## config.mk

```make
export PLATFORM = sky130hd
export DESIGN_NAME = vec_mode_scheduler
export DESIGN_NICKNAME = d
export VERILOG_FILES = /design/src/rtl/vec_mode_scheduler.sv
export SDC_FILE = /design/constraint.sdc
export NUM_CORES = 1
export LEC_CHECK = 0
export CORE_ASPECT_RATIO = 1.1
export CORE_MARGIN = 4
export CORE_UTILIZATION = 32
export CTS_CLUSTER_SIZE = 8
export DETAILED_ROUTE_END_ITERATION = 8
export SLEW_MARGIN = 20
export SYNTH_ARGS = -nofsm -noshare
export SYNTH_HDL_FRONTEND = slang
export SYNTH_SLANG_ARGS = --single-unit
export TNS_END_PERCENT = 10
```

## constraint.sdc

```tcl
create_clock -name clk -period 3.5 [get_ports clk]
set_clock_uncertainty 0.05 [all_clocks]
set_input_delay 0.35 -clock clk [delete_from_list [all_inputs] [get_ports clk]]
set_output_delay 0.35 -clock clk [all_outputs]
set_load 0.005 [all_outputs]
```

## src/rtl/vec_mode_scheduler.sv

```systemverilog
`default_nettype none
// ============================================================================
//  Module   : vec_mode_scheduler
//  Purpose  : Control front-end for the vector datapath. Turns six level mode
//             switches into a latched opcode and walks the datapath across
//             NUM_BLOCKS blocks using a start/done handshake.
//             Optional build macro VEC_MODE_SYNC_EN puts a 2-flop
//             synchronizer on each mode input.
//  Revision : 1.0 - initial release
// ============================================================================
module vec_mode_scheduler #(
    parameter int NUM_BLOCKS = 16,
    parameter int ADDR_W     = 4
) (
    input  logic              clk,
    input  logic              reset,
    input  logic              mode_xor,
    input  logic              mode_rshift,
    input  logic              mode_lshift,
    input  logic              mode_ecae,
    input  logic              mode_dcae,
    input  logic              mode_mul,
    input  logic              proc_ready,
    input  logic              proc_done,
    output logic [2:0]        op,
    output logic [ADDR_W-1:0] blk_addr,
    output logic              start,
    output logic              busy,
    output logic              run_done,
    output logic              mode_err
);

    localparam logic [1:0] c_st_idle  = 2'd0;
    localparam logic [1:0] c_st_issue = 2'd1;
    localparam logic [1:0] c_st_wait  = 2'd2;
    localparam logic [1:0] c_st_done  = 2'd3;

    localparam logic [ADDR_W-1:0] c_last_blk = ADDR_W'(NUM_BLOCKS - 1);

    logic [5:0]        w_mode_raw;
    logic [5:0]        w_mode;
    logic [2:0]        w_mode_cnt;
    logic [2:0]        w_mode_op;
    logic              w_mode_any;
    logic              w_mode_one;
    logic              w_mode_multi;

    logic [1:0]        r_state;
    logic [2:0]        r_op;
    logic [ADDR_W-1:0] r_blk_addr;
    logic              r_start;
    logic              r_busy;
    logic              r_run_done;
    logic              r_mode_err;

    // Bit order matches opcode order: bit i corresponds to opcode i+1.
    assign w_mode_raw = {mode_mul, mode_dcae, mode_ecae, mode_lshift, mode_rshift, mode_xor};

`ifdef VEC_MODE_SYNC_EN
    logic [5:0] r_mode_s1;
    logic [5:0] r_mode_s2;

    // Two-flop synchronizer on every mode switch before the FSM looks at it
    always_ff @(posedge clk or negedge reset) begin
        if (!reset) begin
            r_mode_s1 <= '0;
            r_mode_s2 <= '0;
        end else begin
            r_mode_s1 <= w_mode_raw;
            r_mode_s2 <= r_mode_s1;
        end
    end

    assign w_mode = r_mode_s2;
`else
    assign w_mode = w_mode_raw;
`endif

    // Population count of the active mode switches
    always_comb begin
        w_mode_cnt = 3'd0;
        for (int i = 0; i < 6; i++) begin
            w_mode_cnt = w_mode_cnt + {2'b00, w_mode[i]};
        end
    end

    // One-hot mode vector to opcode; only used when exactly one bit is set
    always_comb begin
        case (w_mode)
            6'b000001: w_mode_op = 3'd1;
            6'b000010: w_mode_op = 3'd2;
            6'b000100: w_mode_op = 3'd3;
            6'b001000: w_mode_op = 3'd4;
            6'b010000: w_mode_op = 3'd5;
            6'b100000: w_mode_op = 3'd6;
            default:   w_mode_op = 3'd0;
        endcase
    end

    assign w_mode_any   = |w_mode;
    assign w_mode_one   = (w_mode_cnt == 3'd1);
    assign w_mode_multi = (w_mode_cnt > 3'd1);

    // Run sequencer: latch opcode in IDLE, then issue/wait per block until the last one finishes
    always_ff @(posedge clk or negedge reset) begin
        if (!reset) begin
            r_state    <= c_st_idle;
            r_op       <= 3'd0;
            r_blk_addr <= '0;
            r_start    <= 1'b0;
            r_busy     <= 1'b0;
            r_run_done <= 1'b0;
            r_mode_err <= 1'b0;
        end else begin
            r_start <= 1'b0;
            case (r_state)
                c_st_idle: begin
                    if (w_mode_one) begin
                        r_op       <= w_mode_op;
                        r_blk_addr <= '0;
                        r_busy     <= 1'b1;
                        r_mode_err <= 1'b0;
                        r_state    <= c_st_issue;
                    end else begin
                        r_mode_err <= w_mode_multi;
                    end
                end
                c_st_issue: begin
                    if (proc_ready) begin
                        r_start <= 1'b1;
                        r_state <= c_st_wait;
                    end
                end
                c_st_wait: begin
                    // A done arriving together with ready still goes back through ISSUE,
                    // guaranteeing at least one idle cycle before the next start.
                    if (proc_done) begin
                        if (r_blk_addr == c_last_blk) begin
                            r_busy     <= 1'b0;
                            r_run_done <= 1'b1;
                            r_state    <= c_st_done;
                        end else begin
                            r_blk_addr <= r_blk_addr + 1'b1;
                            r_state    <= c_st_issue;
                        end
                    end
                end
                c_st_done: begin
                    if (!w_mode_any) begin
                        r_run_done <= 1'b0;
                        r_op       <= 3'd0;
                        r_blk_addr <= '0;
                        r_state    <= c_st_idle;
                    end
                end
                default: begin
                    r_state <= c_st_idle;
                end
            endcase
        end
    end

    assign op       = r_op;
    assign blk_addr = r_blk_addr;
    assign start    = r_start;
    assign busy     = r_busy;
    assign run_done = r_run_done;
    assign mode_err = r_mode_err;

endmodule
`default_nettype wire
```

# Yosys cells after proc, flatten, opt, wreduce, memory -nomap -nowiden

Cells that the tools add are included.

Add/sub/neg operators: 6
Order comparisons: 1
Equality and inequality tests: 17
Muxes and demuxes: 26
Reduce and logical (&&, ||, !) cells: 11

Operators with widths:

| kind                | count |
|---|---|
| $pmux 3 s6          | 1 |
| $mux 4              | 4 |
| $ne 2x2->1 const B  | 6 |
| $pmux 4 s3          | 1 |
| $reduce_and 4->1    | 3 |
| $mux 2              | 5 |
| $add 3x1->3         | 3 |
| $mux 1              | 9 |
| $pmux 2 s4          | 1 |
| $eq 6x1->1 const B  | 1 |
| $eq 6x2->1 const B  | 1 |
| $eq 6x3->1 const B  | 1 |
| $eq 6x4->1 const B  | 1 |
| $eq 6x5->1 const B  | 1 |
| $eq 6x6->1 const B  | 1 |
| $mux 3              | 2 |
| $pmux 3 s2          | 1 |
| $reduce_bool 2->1   | 3 |
| $reduce_or 6->1     | 1 |
| $reduce_and 5->1    | 1 |
| $add 4x1->4 const B | 1 |
| $eq 2x2->1 const B  | 2 |
| $eq 4x4->1 const B  | 1 |
| $pmux 1 s2          | 2 |
| other kinds (8)     | 8 |

Flip-flop bits (word level): 13
Output and inout bits: 11

# Logic depth before layout (Yosys ltp)

Word-level depth: 8
Mapped depth: 11
Mapped depth without buffers: 11

# Least setup slack after synthesis

No wires, ideal clock.

Path kind: input port to flip-flop
Start point: input mode_xor
End point: register r_blk_addr[0] (netlist: blk_addr[0])
Arrival: 3.079 ns
Setup slack: 0.246 ns
Cell stages on the path: 11
Cell sequence: inv_1 fa_1 fa_1 inv_1 ha_1 inv_1 fa_1 nand3_1 o2bb2ai_1 or3_4 mux2_4

Longest elaborated chain between the ends: 8
Elaborated cells on any way between the ends: 10
Classes of those cells: add/sub (5); eq/ne (3); reduce/logical (2)

RTL lines:

| item                         | line | source |
|---|---|---|
| start: declaration           | 17   | `input logic mode_xor,` |
| $add 1x1->2                  | 83   | `w_mode_cnt = w_mode_cnt + {2'b00, w_mode[i]};` |
| $add 2x1->3                  | 83   |  |
| $add 3x1->3 (3 in series)    | 83   |  |
| $eq 3x1->1                   | 101  | `assign w_mode_one = (w_mode_cnt == 3'd1);` |
| $ne 2x2->1 (no line)         | -    |  |
| $reduce_and 5->1 (no line) * | -    |  |
| end signal: assignment       | 143  | `r_blk_addr <= r_blk_addr + 1'b1;` |
| end: declaration             | 50   | `logic [ADDR_W-1:0] r_blk_addr;` |

Mark *: on every way between the ends. The rest lies on a longest branch, timed or not.
A chain may end at the register's enable or synchronous reset.

# Worst setup path after layout

Ends and elaborated chain as after synthesis.

==> flow_metrics.tcl <==
set metrics [dict create \
    setup_viol 0 \
    fp.dieH_um 65.14 \
    fin_crit_sh_pct 97.06 \
    powerDensity_mw_per_mm2 670.9 \
    dpl.hpwl_mm 1.632 \
    netlist_instances 94 \
    remaining_drc_errors 0 \
    critPathKind "input pin to flip-flop" \
    syn-mean-instance-area_um2 10.10 \
    tritoncts "built" \
    fmax_mhz 294.4 \
    clockBufferDepth 2 \
    cp-start-kind "input pin" \
    postCtsHoldBufs 0 \
    num_vias 815 \
    hp-class "input pin to async pin" \
    start_util_pct 33.88 \
    vias_per_cell 5.191 \
    grt_pass1_vias 831 \
    drtIter0Drc 17 \
    grtUsageTotal_pct 11.95 \
    coreArea_mm2 0.002803 \
    ys_types 37 \
    ys_ff_latch 13 \
    crit_required_ns 3.63 \
    placed_cell_area_mm2 0.001232 \
    worst_setup_path_end_kind "flip-flop" \
    htreeDepth 1 \
    clk_latency_ns 0.29 \
    syn_nets 116 \
    tightest_slew_ns 0.5782 \
    nets 147 \
    stdcell_area_mm2 0.001272 \
    n_antenna_cell 0 \
    timing.slew.headroom_pct 61.33 \
    maxCapViolCount 0 \
    drt_wl_total_mm 2.030 \
    ys_top_cells_by_area "dfrtp_1 34%, ha_1 12%, fa_1 6.3%" \
    cp.arrival_ns 3.53 \
    clkTransAtPathRegs_ns 0.08 \
    root_buffer "clkbuf_4" \
    ios 21 \
    place_inst 153 \
    synth.most_common_cell "dfrtp_1" \
    irDropWorstVdd_v 0.0003079 \
    io_buffer_count 20 \
    critPathMaxFanout 4 \
    grt_pass1_wl_mm 3.615 \
    ys.flop_type "dfrtp_1" \
    rsz0062_at_grt "true" \
    die_x_um 59.94 \
    post-cts-setup-buffer-count 0 \
    dieArea_mm2 0.003904 \
    globalRouteOverflowTotal 0 \
    async_flop_share_pct 100.0 \
    netlist_top_cells_count "13 x dfrtp_1, 12 x inv_1, 9 x ha_1" \
    syn_area_um2 949.7 \
    holdWs_ns 0.3773 \
    status "finished, final reports clean" \
    detail_route.wl_per_cell_um 12.93 \
    synth_edf_count 0 \
    maxSlewViolCount 0 \
    numCtsBuffers 3 \
    stdcell_count 157 \
    ys_warn_count 0 \
    rows 20 \
    drive_above_1_share_pct 16.94 \
    grt_max_degree 14 \
    grt_antenna_before_repair 0 \
    cts_num_sinks 13 \
    gp_congestion 0.7434 \
    first_pass_iters 4 \
    yosys.area.top_type_share_pct 34.26 \
    synth_top_cell_by_area "dfrtp_1" \
    period_minus_slack_ns 3.397 \
    utilization_pct 45.40 \
    leakagePower_uw 0.0005786 \
    hold_violations 0 \
    ant_nets 0 \
    synthToLayoutAreaGrowth_pct 33.99 \
    ys_seq_area_share_pct 34.26 \
]
-- cell usage in the layout (no fill, tap or decap), types with 2 or more instances in the layout --
master and count:
clkbuf_4 3, fa_1 3, nand2b_1 2, nand3b_1 2
clkdlybuf4s50_1 20, dfrtp_1 13, o41ai_1 2, a21oi_1 2
mux2i_1 2, inv_1 11, o22a_1 2, nand3_1 2
nor4_1 2, o21ai_0 5, nor2_1 3, ha_1 9
o31ai_1 3, nand2_1 4, mux2_2 3, buf_4 9
-- sequential cells by signal, indices dropped and copies added (netlist names) --
name / flops
mode_err: 1
start: 1
run_done: 1
op: 3
r_state: 2
blk_addr: 4
busy: 1
-- stage by stage --
stage / setup TNS, ns / power (µW) / setup slack [ns]
2_1_floorplan: 0 / 556.9 / 0.2463
3_3_place_gp: -0.7225 / 737.1 / -0.1790
3_5_place_dp: -1.570 / 747.7 / -0.2834
4_1_cts: 0 / 848.4 / 0.04400
5_1_grt: -0.02226 / 930.8 / -0.01801
6_report: 0 / 853.7 / 0.1030
-- metal layers --
metal / part of all wire (%) / global-route usage, % / vias up
li1: - / - / 401
met5: 0 / 0 / -
met1: 42 / 13.52 / 389
met2: 51 / 21.22 / 20
met3: 5.7 / 1.768 / 5
met4: 2.0 / 5.817 / 0
-- worst paths after layout --
| path | from | to | slack (ns) | depth (start not counted) |
|---|---|---|---|---|
| worst max-delay path | mode_xor | blk_addr[0] | 0.10 | 12 |
| worst min-delay path | reset | blk_addr[0] | 0.38 | 1 |
| worst max register to register | r_state[0] | blk_addr[0] | 1.37 | 6 |
| worst min register to register | op[1] | op[1] | 0.47 | 1 |
| max in group asynchronous | reset | r_state[1] | 2.64 | 1 |
| min in group clk | op[1] | op[1] | 0.47 | 1 |
-- cell families (layout without fill, tap and decap cells) --
family	count (synthesis)	count (layout)	share of synthesized area, %
flip-flops	13	13	34.26
multiplexers	6	6	7.246
XOR/XNOR	1	1	0.9224
adder cells (fa/ha/maj)	12	12	18.18
buffers and inverters	15	45	7.509
AND/OR/NAND/NOR	23	23	13.70
AO/OA/AOI/OAI	24	24	18.18
-- final cells by class --
class | count | area (µm²)
clock buffers | 4 | 26.28
fillers | 290 | 1530
inverters | 12 | 45.04
multi-input cells | 66 | 566.8
flip-flops and latches | 13 | 325.3
well taps | 33 | 41.29
repair buffers | 29 | 267.8
-- power by group --
| part | leakage, µW | total [µW] | internal [µW] | switching [µW] |
|---|---|---|---|---|
| Clock | 0.0000150 | 96.0 | 44.3 | 51.7 |
| Combinational | 0.000400 | 503 | 270 | 233 |
| Sequential | 0.000164 | 254 | 206 | 48.0 |
-- worst max-delay path, stage by stage --
cell             delay, ns
clkdlybuf4s50_1       0.49
inv_2                 0.06
fa_1                  0.54
fa_1                  0.41
inv_1                 0.07
ha_1                  0.13
inv_1                 0.05
fa_1                  0.53
nand3_2               0.10
o2bb2ai_2             0.14
or3_4                 0.36
mux2_4                0.31
-- timing repair --
action / in CTS / in global routing
gates resized for setup: 0 / 5
endpoints found under the hold margin: 0 / 0
setup endpoints to repair: 0 / 5
(Power assumes the default switching activity.)
